$ cat config.mk
export PLATFORM = sky130hd
export DESIGN_NAME = pipe_hazard_sb
export DESIGN_NICKNAME = d
export VERILOG_FILES = /design/src/rtl/pipe_hazard_sb.sv
export SDC_FILE = /design/constraint.sdc
export NUM_CORES = 1
export LEC_CHECK = 0
export ABC_AREA = 1
export ABC_CLOCK_PERIOD_IN_PS = 1960
export BUFFER_PORTS_ARGS = -buffer_cell sky130_fd_sc_hd__buf_2
export CORE_AREA = 3 3 67 69
export DETAILED_ROUTE_END_ITERATION = 16
export DIE_AREA = 0 0 70 72
export MAX_ROUTING_LAYER = met4
export PLACE_DENSITY = 0.78
export SYNTH_ARGS = -nofsm -noshare
export SYNTH_HDL_FRONTEND = slang
export SYNTH_SLANG_ARGS = --single-unit
$ cat constraint.sdc
create_clock -name clock -period 1.96 [get_ports clock]
set_input_delay 0.196 -clock clock [delete_from_list [all_inputs] [get_ports clock]]
set_output_delay 0.196 -clock clock [all_outputs]
set_load 0.05 [all_outputs]
$ cat src/rtl/pipe_hazard_sb.sv
// pipe_hazard_sb: ID-stage hazard detection and operand forwarding for the pipelined CPU.
// A shift-register scoreboard tracks in-flight register writers at ages 1 (EXE) .. DEPTH (WB).
// Each entry records the age at which its result becomes forwardable (rdy).
// Optional feature: define HZ_PERF_CNT_EN to build the saturating stall-cycle counter
// behind stall_cnt. Without it, stall_cnt is tied to zero.
module pipe_hazard_sb #(
    parameter int unsigned RW      = 5,
    parameter int unsigned DEPTH   = 3,
    parameter int unsigned MUL_LAT = 2,
    localparam int unsigned FW     = $clog2(DEPTH + 1)
) (
    input  logic          clock,
    input  logic          resetn,
    input  logic          id_valid,
    input  logic [RW-1:0] id_rs,
    input  logic [RW-1:0] id_rt,
    input  logic          id_use_rs,
    input  logic          id_use_rt,
    input  logic          id_wreg,
    input  logic [RW-1:0] id_wn,
    input  logic [1:0]    id_lat,
    input  logic          flush,
    output logic          stall,
    output logic          issue,
    output logic [FW-1:0] fwd_a,
    output logic [FW-1:0] fwd_b,
    output logic [31:0]   stall_cnt
);

    // Scoreboard, index = age after ID
    logic [DEPTH:1] valid_q;
    logic [RW-1:0]  rn_q  [DEPTH:1];
    logic [FW-1:0]  rdy_q [DEPTH:1];

    logic [FW-1:0] rdy_in;
    logic          hit_a, hit_b;
    logic [FW-1:0] age_a, age_b;
    logic [FW-1:0] rdy_a, rdy_b;
    logic          track_a, track_b;
    logic          hazard_a, hazard_b;
    logic          new_valid;

    // Ready age of the ID instruction's result, by latency class
    always_comb begin
        rdy_in = FW'(DEPTH);
        case (id_lat)
            2'd0:    rdy_in = FW'(1);
            2'd1:    rdy_in = FW'(2);
            2'd2:    rdy_in = FW'(MUL_LAT);
            default: rdy_in = FW'(DEPTH);
        endcase
    end

    // Source lookup: scan oldest to youngest so the youngest match overwrites
    always_comb begin
        hit_a = 1'b0;
        age_a = '0;
        rdy_a = '0;
        hit_b = 1'b0;
        age_b = '0;
        rdy_b = '0;
        for (int k = DEPTH; k >= 1; k--) begin
            if (valid_q[k] && (rn_q[k] == id_rs)) begin
                hit_a = 1'b1;
                age_a = FW'(k);
                rdy_a = rdy_q[k];
            end
            if (valid_q[k] && (rn_q[k] == id_rt)) begin
                hit_b = 1'b1;
                age_b = FW'(k);
                rdy_b = rdy_q[k];
            end
        end
    end

    // Hazard, forward select, stall and issue decisions
    always_comb begin
        track_a   = id_use_rs && (id_rs != '0);
        track_b   = id_use_rt && (id_rt != '0);
        hazard_a  = track_a && hit_a && (age_a < rdy_a);
        hazard_b  = track_b && hit_b && (age_b < rdy_b);
        fwd_a     = (track_a && hit_a && !hazard_a) ? age_a : '0;
        fwd_b     = (track_b && hit_b && !hazard_b) ? age_b : '0;
        // Flush wins over a hazard: a squashed instruction never stalls
        stall     = id_valid && !flush && (hazard_a || hazard_b);
        issue     = id_valid && !flush && !stall;
        new_valid = issue && id_wreg && (id_wn != '0);
    end

    // Scoreboard shifts every cycle; a stalled or flushed slot enters as a bubble
    always_ff @(posedge clock or negedge resetn) begin
        if (!resetn) begin
            valid_q <= '0;
            for (int k = 1; k <= DEPTH; k++) begin
                rn_q[k]  <= '0;
                rdy_q[k] <= '0;
            end
        end else begin
            valid_q[1] <= new_valid;
            rn_q[1]    <= id_wn;
            rdy_q[1]   <= rdy_in;
            for (int k = 2; k <= DEPTH; k++) begin
                valid_q[k] <= valid_q[k-1];
                rn_q[k]    <= rn_q[k-1];
                rdy_q[k]   <= rdy_q[k-1];
            end
        end
    end

`ifdef HZ_PERF_CNT_EN
    logic [31:0] stall_cnt_q, stall_cnt_d;

    // Saturating count of stall cycles
    always_comb begin
        stall_cnt_d = stall_cnt_q;
        if (stall && (stall_cnt_q != 32'hFFFF_FFFF)) begin
            stall_cnt_d = stall_cnt_q + 32'd1;
        end
    end

    // Counter register, cleared only by reset
    always_ff @(posedge clock or negedge resetn) begin
        if (!resetn) begin
            stall_cnt_q <= '0;
        end else begin
            stall_cnt_q <= stall_cnt_d;
        end
    end

    assign stall_cnt = stall_cnt_q;
`else
    assign stall_cnt = 32'd0;
`endif

endmodule

==> results list <==
- Using the TritonRoute via totals, the vias-per-cell ratio works out to around 4.4.
- Sequential cells account for between 40% and 50% of the total power.
* Sort of element at the end of the critical path: output port
- The multi-input combinational cells in the finished layout cover a total of about 1000 um^2.
- Global-route usage over all layers: between 10% and 20%
- Fraction of final layout cells with drive strength greater than 1: between 30% and 40%
* Count of input and output buffers: 29
* Number of distinct standard cells referenced by the synthesized netlist: 22
- Leftover overflow at the end of global routing: 0
- Cell at the slowest stage of the critical path: sky130_fd_sc_hd__dfrtp_2
* Most area-consuming cells after synthesis: sky130_fd_sc_hd__dfrtp_1 (33%), sky130_fd_sc_hd__nand2_1 (18%), sky130_fd_sc_hd__buf_4 (14%)
- After floorplanning, the core was sized to cover around 4000 um^2.
- CTS tree: yes
- The die is approximately 70 um wide.
- Result of the run: complete, but fails checks
- Worst min-delay path category: in -> reg
- Overall via count from detail_route: approximately 1700
- For this run, the slowest stage of the critical path takes approximately 0.45 ns.
* Die footprint: a little over 5000 um^2
- Final setup violating endpoints: 7
- After layout, the worst path uses 126% of the clock period.
- At the worst endpoint, the required time is around 1.8 ns.
* Kind of start point of the critical path: flip-flop
- Unrepaired setup endpoints after global routing: true
- The finished layout holds 379 standard cells, fillers aside.
- In this run the remaining antenna-violating nets after routing total 0.
* Final nets: roughly 360
- For this configuration, the core starts out at a cell density of 44.4%.
- Summed over all cells, the static leakage comes to 0.00128 uW.
* Dominant cell type by area after synthesis: sky130_fd_sc_hd__dfrtp_1
- Post-synthesis cell count: around 260
- Reported net switching power: 428 uW
- Arrival time of data at the critical path endpoint: ~2.3 ns
- Power comes to approximately 1200 uW.
* Critical Path, Cell by Cell: inv_1 -> nand2_2 -> inv_2 -> nor2_1 -> nand2_1 -> nor2_2 -> nor2_2 -> nand2_1 -> o211ai_1 -> o21ai_1 -> ha_1 -> nand2_2 -> nand2_1 -> nand2_2 -> nor3_4 -> buf_6
- A synthesized cell averages approximately 6.7 um^2.
* Count of final max-slew check failures: 0
- Across the whole layout, storage elements account for approximately 580 um^2.
* Final Hold Fails: 0
* Time the worst path needs with I/O delays and setup: approximately 2.5 ns
- Clock-pin slew was measured on the worst setup and hold paths at about 0.080 ns.
* Final antenna diode count: 0
- Wires add up to just under 4000 um.
* Yosys Warn Count: 0
* Number of inserted filler cells in the final layout: 359
* Number of max-capacitance violations reported: 0
- Counting along the longest clock path gives a buffer depth of 2.
- In this run the biggest area consumer among cell types represents roughly 33% of the synthesized area.
* DRC violations left: 0
- In this run, placement finished with an instance count of 367.
- For the worst-skew pair, the clock arrives at the later sink with an insertion delay of around 0.26 ns.
- Utilization of the core after routing: between 50 and 60%
* DIE HEIGHT: between 70 and 80 um
- From synthesis to final layout, the design area changed by 30.9%.
- Largest net degree at the start of global routing: 24
- Clock share of power: 24.7%
- The first global-routing pass estimated roughly 6800 um of wire.
* WL per Instance: between 10 and 15 um
* First drt pass iteration count: 4
- Clock root cell: sky130_fd_sc_hd__clkbuf_8
- In this run, the number of DRC markers left after iteration 0 of detailed routing was 34.
* Count of clock tree sinks: 23
* Combinational power share: between 30% and 40%
- Net Sw Frac: roughly 37%
- After synthesis the netlist holds a flip-flop and latch count of 23.
* Post-route clock skew: roughly 0.00084 ns
* H-tree levels: 1
- During I/O placement, the number of pins put on the boundary was 62.
- The worst setup path is of the reg -> out kind.
* Biggest fanout along the worst timing path: 5
- Peak ir drop on the vdd network: 0.415 mV
- The initialized floorplan defines 23 standard-cell rows.
* Clock buffers created by TritonCTS: 3
- Highest achievable clock rate: roughly 400 MHz
- Post-detailed-placement half-perimeter wirelength: 3190 um
- Number of global-route vias before repair: 1560
- For this design the ratio of total power to cell area is a little over 500 nW/um^2.
* Proportion of synthesized chip area in sequential cells: about 33%
* Post-synth design cell area: 1760 um^2
- Antenna violations before repair: 0
* RD Place Congestion: between 0.9 and 1
- The internal portion of the total power is between 700 and 800 uW.
- Setup slack of the critical path after layout: -0.512 ns
* Failing checks: negative setup slack
synth_stat cells (all sizes together):
| cell type | n |
|---|---|
| nor2 | 39 |
| o21ai | 9 |
| nand4 | 2 |
| nand3 | 14 |
| dfrtp | 23 |
| clkinv | 2 |
| or2 | 1 |
| o41ai | 1 |
| a21oi | 1 |
| o211ai | 2 |
| nor3 | 2 |
| conb | 1 |
| buf | 32 |
| nand2 | 89 |
| ha | 3 |
| inv | 43 |
area by class of cell:
type,count,share of cell area [%]
Clock buffer,4,1.95
Inverter,45,7.48
Multi-Input combinational cell,195,44.0
Sequential cell,23,25.0
Tap cell,50,2.71
Timing Repair Buffer,62,18.9
stage by stage:
step,instance area [um^2],hold WS [ns],setup slack (ns),setup TNS [ns]
after CTS,2240,0.0404,-0.513,-3.00
after detailed placement,2080,0.191,-0.344,-1.91
after global placement,2080,0.193,-0.319,-1.74
after floorplan,1930,-0.0996,-0.193,-0.506
final,2310,0.0444,-0.512,-2.90
after global routing,2310,0.0415,-0.692,-4.09
cells by family after synthesis:
family,share of synthesized area (%)
other,0.213
buffers and inverters,23.2
flip-flops,32.6
AO/OA/AOI/OAI,4.40
AND/OR/NAND/NOR,37.4
adder cells (fa/ha/maj),2.13
placed cells by master (no fill, tap or decap):
cell type,netlist,layout
sky130_fd_sc_hd__buf_6,0,7
sky130_fd_sc_hd__nor2_1,34,22
sky130_fd_sc_hd__buf_4,32,31
sky130_fd_sc_hd__nand2_1,84,77
sky130_fd_sc_hd__nand3_1,6,4
sky130_fd_sc_hd__nand3_4,0,3
sky130_fd_sc_hd__o41ai_1,1,1
sky130_fd_sc_hd__conb_1,1,32
sky130_fd_sc_hd__nor2_2,4,13
sky130_fd_sc_hd__inv_1,30,27
sky130_fd_sc_hd__nor3_4,0,2
sky130_fd_sc_hd__inv_2,13,15
sky130_fd_sc_hd__o211ai_1,2,2
sky130_fd_sc_hd__o21ai_0,6,2
sky130_fd_sc_hd__clkbuf_8,0,3
sky130_fd_sc_hd__or2_2,1,1
sky130_fd_sc_hd__ha_1,3,3
sky130_fd_sc_hd__dfrtp_2,0,1
sky130_fd_sc_hd__nand4_1,2,2
sky130_fd_sc_hd__dlygate4sd3_1,0,1
sky130_fd_sc_hd__nand2_2,5,11
sky130_fd_sc_hd__nand2_4,0,1
sky130_fd_sc_hd__clkinv_1,2,2
sky130_fd_sc_hd__clkinvlp_4,0,1
sky130_fd_sc_hd__nor2_4,1,4
sky130_fd_sc_hd__clkbuf_1,0,1
sky130_fd_sc_hd__o21ai_1,3,7
sky130_fd_sc_hd__dfrtp_1,23,22
sky130_fd_sc_hd__buf_2,0,23
sky130_fd_sc_hd__nand3_2,8,7
sky130_fd_sc_hd__a21oi_4,0,1
worst paths after layout:
kind | from | end | slack [ns] | cells past startpoint
setup / recovery | rn_q[5]$_DFF_PN0_ | fwd_b[1] | -0.51 | 16
hold / removal | id_wn[1] | rn_q[1]$_DFF_PN0_ | 0.04 | 1
setup reg to reg | rn_q[6]$_DFF_PN0_ | valid_q[1]$_DFF_PN0_ | -0.05 | 15
hold reg to reg | rdy_q[0]$_DFF_PN0_ | rdy_q[2]$_DFF_PN0_ | 0.37 | 0
max in group asynchronous | resetn | rn_q[5]$_DFF_PN0_ | 1.17 | 2
min in group asynchronous | resetn | rn_q[0]$_DFF_PN0_ | 0.43 | 2
critical path, delay by kind of cell (launching register included):
kind	cells	cell delay, ns
compound gates	2	0.17
fa+ha+maj	1	0.30
buf+inv	3	0.30
flops	1	0.45
simple gates	10	0.80
sequential cells by signal, summed over array words and instances (netlist names):
| register | count |
|---|---|
| rn_q | 15 |
| rdy_q | 5 |
| valid_q | 3 |
layer usage:
metal	share of wire [%]	global-route usage, %	vias up
li1	-	-	862
met2	49	28.0	48
met5	0	-	-
met3	4.2	1.25	7
met1	44	22.1	746
met4	1.9	6.38	0
power groups by stage:
stage          Clock [uW]  Combinational (uW)  Sequential (uW)
2_1_floorplan           0                 294              525
3_3_place_gp            0                 329              530
3_5_place_dp            0                 331              532
4_1_cts               292                 343              522
5_1_grt               311                 386              528
6_report              287                 352              523
timing repair:
action                     CTS  global route
pin swaps                   16             9
resized for setup           21            18
setup endpoints to repair    7             7
setup buffers                3             5
hold buffers                 1             0
hold endpoints to repair    23             0
No activity file was read; power rests on OpenSTA's default activity.
